`src/rtl/ui_pkg.sv`:
```
// Shared UI definitions: nav FSM states, direction encoding, 74.25 MHz timing defaults.
// Also holds a width helper so every counter is sized from its governing parameter.
package ui_pkg;

    typedef enum logic [1:0] {
        IDLE    = 2'd0,
        DELAY   = 2'd1,
        REPEAT  = 2'd2,
        LOCKOUT = 2'd3
    } nav_state_t;

    localparam logic DIR_LEFT  = 1'b0;
    localparam logic DIR_RIGHT = 1'b1;

    localparam int unsigned DEF_DEBOUNCE_CYCLES     = 742_500;
    localparam int unsigned DEF_REPEAT_DELAY_CYCLES = 37_125_000;
    localparam int unsigned DEF_REPEAT_RATE_CYCLES  = 7_425_000;

    // Width able to hold n-1; at least one bit so degenerate settings still elaborate.
    function automatic int unsigned cnt_width(input int unsigned n);
        return (n <= 2) ? 1 : $clog2(n);
    endfunction

    function automatic int unsigned max2(input int unsigned a, input int unsigned b);
        return (a > b) ? a : b;
    endfunction

endpackage

```
`src/rtl/button_debouncer.sv`:
```
// 2-flop synchroniser plus stable-level debouncer for one raw button.
// Raw-to-level latency is 2 + DEBOUNCE_CYCLES clocks; shorter glitches are discarded.
module button_debouncer
    import ui_pkg::*;
#(
    parameter int unsigned DEBOUNCE_CYCLES = DEF_DEBOUNCE_CYCLES
) (
    input  logic clk_in,
    input  logic rst_in,
    input  logic raw_in,
    output logic level_out
);

    localparam int unsigned     CW     = cnt_width(DEBOUNCE_CYCLES);
    localparam logic [CW-1:0]   CNT_TC = CW'(DEBOUNCE_CYCLES - 1);

    logic          sync1_q;
    logic          sync2_q;
    logic          level_q;
    logic          level_d;
    logic [CW-1:0] cnt_q;
    logic [CW-1:0] cnt_d;

    // Counter only runs while the synced input disagrees; terminal count flips and clears it.
    always_comb begin
        level_d = level_q;
        cnt_d   = '0;
        if (sync2_q != level_q) begin
            if (cnt_q == CNT_TC) begin
                level_d = sync2_q;
                cnt_d   = '0;
            end else begin
                cnt_d = cnt_q + CW'(1);
            end
        end
    end

    always_ff @(posedge clk_in or posedge rst_in) begin
        if (rst_in) begin
            sync1_q <= 1'b0;
            sync2_q <= 1'b0;
            level_q <= 1'b0;
            cnt_q   <= '0;
        end else begin
            sync1_q <= raw_in;
            sync2_q <= sync1_q;
            level_q <= level_d;
            cnt_q   <= cnt_d;
        end
    end

    assign level_out = level_q;

endmodule

```
`src/rtl/nav_button_conditioner.sv`:
```
// Turns raw left/right/select buttons into clean single-cycle nav/confirm pulses with hold-to-repeat.
// First nav pulse one clock after the debounced rise; repeats after REPEAT_DELAY, then every REPEAT_RATE.
module nav_button_conditioner
    import ui_pkg::*;
#(
    parameter int unsigned DEBOUNCE_CYCLES     = DEF_DEBOUNCE_CYCLES,
    parameter int unsigned REPEAT_DELAY_CYCLES = DEF_REPEAT_DELAY_CYCLES,
    parameter int unsigned REPEAT_RATE_CYCLES  = DEF_REPEAT_RATE_CYCLES
) (
    input  logic       clk_in,
    input  logic       rst_in,
    input  logic       btn_left_in,
    input  logic       btn_right_in,
    input  logic       btn_select_in,
    output logic       left_out,
    output logic       right_out,
    output logic       select_out,
    output logic [1:0] held_out
);

    localparam int unsigned   TW       = cnt_width(max2(REPEAT_DELAY_CYCLES, REPEAT_RATE_CYCLES));
    localparam logic [TW-1:0] DELAY_TC = TW'(REPEAT_DELAY_CYCLES - 1);
    localparam logic [TW-1:0] RATE_TC  = TW'(REPEAT_RATE_CYCLES - 1);

    logic lvl_l;
    logic lvl_r;
    logic lvl_s;

    button_debouncer #(.DEBOUNCE_CYCLES(DEBOUNCE_CYCLES)) u_db_left (
        .clk_in    (clk_in),
        .rst_in    (rst_in),
        .raw_in    (btn_left_in),
        .level_out (lvl_l)
    );

    button_debouncer #(.DEBOUNCE_CYCLES(DEBOUNCE_CYCLES)) u_db_right (
        .clk_in    (clk_in),
        .rst_in    (rst_in),
        .raw_in    (btn_right_in),
        .level_out (lvl_r)
    );

    button_debouncer #(.DEBOUNCE_CYCLES(DEBOUNCE_CYCLES)) u_db_select (
        .clk_in    (clk_in),
        .rst_in    (rst_in),
        .raw_in    (btn_select_in),
        .level_out (lvl_s)
    );

    nav_state_t    state_q;
    nav_state_t    state_d;
    logic          dir_q;
    logic          dir_d;
    logic [TW-1:0] timer_q;
    logic [TW-1:0] timer_d;
    logic          left_q;
    logic          left_d;
    logic          right_q;
    logic          right_d;
    logic          sel_prev_q;
    logic          select_q;

    logic          dir_lvl;
    logic          oth_lvl;
    logic [TW-1:0] timer_tc;

    assign dir_lvl  = (dir_q == DIR_RIGHT) ? lvl_r : lvl_l;
    assign oth_lvl  = (dir_q == DIR_RIGHT) ? lvl_l : lvl_r;
    assign timer_tc = (state_q == DELAY) ? DELAY_TC : RATE_TC;

    // Release beats lockout beats terminal count, so a chord can never leak a pulse.
    always_comb begin
        state_d = state_q;
        dir_d   = dir_q;
        timer_d = timer_q;
        left_d  = 1'b0;
        right_d = 1'b0;
        case (state_q)
            IDLE: begin
                timer_d = '0;
                if (lvl_l && lvl_r) begin
                    state_d = LOCKOUT;
                end else if (lvl_l) begin
                    left_d  = 1'b1;
                    dir_d   = DIR_LEFT;
                    state_d = DELAY;
                end else if (lvl_r) begin
                    right_d = 1'b1;
                    dir_d   = DIR_RIGHT;
                    state_d = DELAY;
                end
            end
            DELAY, REPEAT: begin
                if (!dir_lvl) begin
                    state_d = IDLE;
                    timer_d = '0;
                end else if (oth_lvl) begin
                    state_d = LOCKOUT;
                    timer_d = '0;
                end else if (timer_q == timer_tc) begin
                    left_d  = (dir_q == DIR_LEFT);
                    right_d = (dir_q == DIR_RIGHT);
                    timer_d = '0;
                    state_d = REPEAT;
                end else begin
                    timer_d = timer_q + TW'(1);
                end
            end
            LOCKOUT: begin
                timer_d = '0;
                if (!lvl_l && !lvl_r) begin
                    state_d = IDLE;
                end
            end
            default: begin
                state_d = IDLE;
                timer_d = '0;
            end
        endcase
    end

    always_ff @(posedge clk_in or posedge rst_in) begin
        if (rst_in) begin
            state_q    <= IDLE;
            dir_q      <= DIR_LEFT;
            timer_q    <= '0;
            left_q     <= 1'b0;
            right_q    <= 1'b0;
            sel_prev_q <= 1'b0;
            select_q   <= 1'b0;
        end else begin
            state_q    <= state_d;
            dir_q      <= dir_d;
            timer_q    <= timer_d;
            left_q     <= left_d;
            right_q    <= right_d;
            sel_prev_q <= lvl_s;
            select_q   <= lvl_s & ~sel_prev_q;
        end
    end

    assign left_out   = left_q;
    assign right_out  = right_q;
    assign select_out = select_q;
    assign held_out   = {lvl_r, lvl_l};

endmodule

```
`config.mk`:
```
export PLATFORM = sky130hd
export DESIGN_NAME = nav_button_conditioner
export DESIGN_NICKNAME = d
export VERILOG_FILES = /design/src/rtl/ui_pkg.sv /design/src/rtl/button_debouncer.sv /design/src/rtl/nav_button_conditioner.sv
export SDC_FILE = /design/constraint.sdc
export NUM_CORES = 1
export LEC_CHECK = 0
export BUFFER_PORTS_ARGS = -buffer_cell sky130_fd_sc_hd__clkbuf_2
export CORE_ASPECT_RATIO = 0.9
export CORE_MARGIN = 2
export CORE_UTILIZATION = 35
export DETAILED_ROUTE_END_ITERATION = 7
export PLACE_DENSITY = 0.58
export SYNTH_ARGS = -nofsm -noshare
export SYNTH_HDL_FRONTEND = slang
export SYNTH_HIERARCHICAL = 1
export SYNTH_SLANG_ARGS = --single-unit
```
`constraint.sdc`:
```
create_clock -name clk_in -period 5.46 [get_ports clk_in]
set_input_delay 0.819 -clock clk_in [delete_from_list [all_inputs] [get_ports clk_in]]
set_output_delay 0.819 -clock clk_in [all_outputs]
set_load 0.02 [all_outputs]
```
==> insert_results.sql <==
INSERT INTO impl_metrics (metric_group, metric, value, unit) VALUES
('power', 'power_per_cell_area', '246', 'nW/um2'),
('placement', 'detailed_place.area', '5670', 'um2'),
('worst_setup_path', 'critPathMaxFanout', '26', ''),
('worst_setup_path', 'endpoint_kind', 'flop', ''),
('routing', 'drt-pass1-iter-count', '4', ''),
('floorplanning', 'die-area', '16600', 'um2'),
('routing', 'detail_route.wirelength.met1', '5060', 'um'),
('clock_network', 'htree_num_levels', '3', ''),
('worst_setup_path', 'cp.required', '5.65', 'ns'),
('timing', 'period_minus_slack', '2.72', 'ns'),
('synth', 'syn-cell-area', '5460', 'um2'),
('clock_network', 'cts_hold_buf', '0', ''),
('timing', 'achievable-frequency', '367', 'MHz'),
('power', 'switching_power_as_a_share_of_total_power', '23.0', '%'),
('floorplanning', 'floorplan.initialDensity', '35.6', '%'),
('floorplanning', 'die_y', '123', 'um'),
('synth', 'synth-seq-cells', '102', ''),
('placement', 'place_congestion', '0.812', ''),
('worst_setup_path', 'data_arrival_time_of_the_critical_path', '2.92', 'ns'),
('routing', 'first_iter_violations', '190', ''),
('final_layout', 'layout-area-overhead-vs-synth', '9.37', '%'),
('floorplanning', 'num_rows', '43', ''),
('timing', 'final_min_period_over_clock_period', '49.9', '%'),
('grt', 'gr-usage-all-layers', '13.4', '%'),
('synth', 'synth_enable_flop_cells', '0', ''),
('final_layout', 'layout.core_utilization', '39.0', '%'),
('routing', 'via_count', '3863', ''),
('synth', 'synth_sequential_area_ratio', '46.7', '%'),
('placement', 'pre_cts_slack', '2.70', 'ns'),
('routing', 'ant_nets', '0', ''),
('worst_setup_path', 'setup.worst_path.start_class', 'flop', ''),
('clock_network', 'cts_root_buf', 'sky130_fd_sc_hd__clkbuf_16', ''),
('clock_network', 'tritoncts', 'built', ''),
('synth', 'ys.warnings.count', '6', ''),
('job', 'maxCapViolations', '0', ''),
('power', 'cellInternalPower', '1130', 'uW'),
('final_layout', 'number_of_fill_cells_in_the_layout', '1496', ''),
('synth', 'syn_nets', '567', ''),
('placement', 'port_buffers', '9', ''),
('timing', 'final-hold-violation-count', '0', ''),
('power', 'cellLeakagePower', '0.00240', 'uW'),
('routing', 'post-route-drc-count', '0', ''),
('final_layout', 'mostFrequentLayoutCells', '102 x sky130_fd_sc_hd__dfrtp_1, 94 x sky130_fd_sc_hd__nor2_1, 52 x sky130_fd_sc_hd__xnor2_1', ''),
('routing', 'met3_wl_post_dr', '376', 'um'),
('grt', 'global_route.overflow_total', '0', ''),
('timing', 'timing_worst_slew_pin_value', '0.900', 'ns'),
('grt', 'grt_pass1_vias', '3731', ''),
('timing', 'rsz0062_at_grt', 'no', ''),
('final_layout', 'nNetsFinal', '571', ''),
('synth', 'async_reset_ff_share', '100', '%'),
('timing', 'clock-skew-final', '0.00764', 'ns'),
('synth', 'syn-instance-count', '547', ''),
('clock_network', 'number_of_buffers_created_by_cts', '9', ''),
('power', 'power.clock.fraction', '44.6', '%'),
('power', 'seq_power_share', '52.6', '%'),
('worst_setup_path', 'timing_worst_setup_path_type', 'reg -> reg', ''),
('clock_network', 'clock-sinks', '102', ''),
('worst_hold_path', 'hold-path-cell-count', '0', ''),
('clock_network', 'clock_latency', '0.35', 'ns'),
('worst_setup_path', 'reg2reg_slack', '2.74', 'ns'),
('final_layout', 'drive_above_1_share', '9.71', '%'),
('timing', 'slew_viol_final', '0', ''),
('timing', 'tns', '0', 'ns'),
('timing', 'final.setup.worst_slack', '2.74', 'ns'),
('timing', 'final-setup-viol-count', '0', ''),
('power', 'vdd_drop_max', '0.202', 'mV'),
('routing', 'top_layer_in_use', 'met4', ''),
('clock_network', 'cts_post_setup_buffers_inserted', '0', ''),
('status', 'run_status', 'finished, final reports clean', ''),
('routing', 'detailroute.wirelength.met2', '4740', 'um'),
('grt', 'grt_pass1_wl', '18000', 'um');
-- cells by family after synthesis --
kind of cell / Yosys count / share of synthesized area [%]
and+or+nand+nor: 270 / 28.7
DFF: 102 / 46.7
xor gates and xnor gates: 71 / 11.4
buffers and inverters: 47 / 3.94
AOI/OAI and AO/OA: 37 / 4.81
adders and majority gates: 15 / 3.44
muxes: 5 / 1.01
-- cell usage after synthesis (2+ instances only) --
cell type,instances,area share (%)
sky130_fd_sc_hd__nor4_1,20,2.3
sky130_fd_sc_hd__xnor2_1,52,8.3
sky130_fd_sc_hd__mux2_2,3,0.62
sky130_fd_sc_hd__nor2_1,94,6.5
sky130_fd_sc_hd__and2_1,2,0.23
sky130_fd_sc_hd__buf_4,5,0.69
sky130_fd_sc_hd__nor4b_1,6,0.96
sky130_fd_sc_hd__a21o_1,2,0.27
sky130_fd_sc_hd__nand2_2,2,0.23
sky130_fd_sc_hd__or4_4,3,0.62
sky130_fd_sc_hd__nor4bb_1,2,0.37
sky130_fd_sc_hd__a22oi_1,2,0.27
sky130_fd_sc_hd__ha_1,15,3.4
sky130_fd_sc_hd__buf_2,4,0.37
sky130_fd_sc_hd__and3_1,6,0.69
sky130_fd_sc_hd__buf_6,2,0.41
sky130_fd_sc_hd__or3_1,6,0.69
sky130_fd_sc_hd__clkbuf_1,6,0.41
sky130_fd_sc_hd__inv_1,29,2.0
sky130_fd_sc_hd__nand2_1,22,1.5
sky130_fd_sc_hd__a211oi_1,2,0.27
sky130_fd_sc_hd__and4_1,7,1.1
sky130_fd_sc_hd__nand4_4,4,1.6
sky130_fd_sc_hd__dfrtp_1,102,47
sky130_fd_sc_hd__a31o_2,2,0.32
sky130_fd_sc_hd__a21oi_1,10,0.92
sky130_fd_sc_hd__nand3_1,30,2.7
sky130_fd_sc_hd__nor3_1,22,2.0
sky130_fd_sc_hd__nand4_1,27,3.1
sky130_fd_sc_hd__o211ai_1,2,0.27
sky130_fd_sc_hd__o21ai_0,11,1.0
sky130_fd_sc_hd__nor4b_2,2,0.55
sky130_fd_sc_hd__xor2_1,19,3.0
sky130_fd_sc_hd__o21ai_4,2,0.60
sky130_fd_sc_hd__nand4_2,3,0.69
sky130_fd_sc_hd__and4b_1,2,0.37
sky130_fd_sc_hd__nor4_4,4,1.6
-- area by class of cell --
type | count | area, um2 | share of cell area (%)
Sequential cell | 102 | 2550 | 42.7
Multi-Input combinational cell | 398 | 2700 | 45.1
Clock buffer | 9 | 225 | 3.77
Clock inverter | 7 | 80.1 | 1.34
Timing Repair Buffer | 11 | 60.1 | 1.01
Inverter | 29 | 109 | 1.82
Tap cell | 202 | 253 | 4.23
-- metal layers --
layer,up-vias,global-route usage [%]
met4,0,3.06
met3,9,4.34
met5,-,0
met2,43,21.5
met1,1899,17.8
li1,1912,-
-- worst max-delay path: stages, from the launching register on --
cell	delay, ns
sky130_fd_sc_hd__dfrtp_1	0.39
sky130_fd_sc_hd__inv_1	0.07
sky130_fd_sc_hd__ha_1	0.23
sky130_fd_sc_hd__or4_4	0.56
sky130_fd_sc_hd__a2111oi_4	0.43
sky130_fd_sc_hd__or2_1	0.76
sky130_fd_sc_hd__nor2_1	0.13
-- power groups by stage --
stage	Clock, uW	Sequential [uW]	Combinational (uW)
after floorplan	0	783	36.7
after global placement	0	787	43.1
after detailed placement	0	788	44.1
after CTS	681	773	44.4
after global routing	709	774	50.6
final	655	773	42.3
-- path summary, 6_finish.rpt --
path / start / endpoint
min in group asynchronous: rst_in / select_out
hold / removal: u_db_right/sync1_q / u_db_right/sync2_q
setup / recovery: state_q[1] / timer_q[14]
max in group asynchronous: rst_in / u_db_right/cnt_q[13]
setup reg to reg: state_q[1] / timer_q[14]
hold reg to reg: u_db_right/sync1_q / u_db_right/sync2_q
-- sequential cells by signal (all words and copies together) (netlist names), 2 cells and up --
signal	cells
u_db_left/cnt_q	20
timer_q	26
state_q	2
u_db_select/cnt_q	20
u_db_right/cnt_q	20
-- metrics by stage --
| stage | cells | hold WS [ns] | power (uW) |
|---|---|---|---|
| floorplan | 547 | 0.331 | 820 |
| global placement | 742 | 0.335 | 830 |
| detailed placement | 742 | 0.335 | 832 |
| CTS | 758 | 0.352 | 1500 |
| global route | 758 | 0.357 | 1530 |
| finish | 758 | 0.350 | 1470 |
No activity file was read; power rests on OpenSTA's default activity.
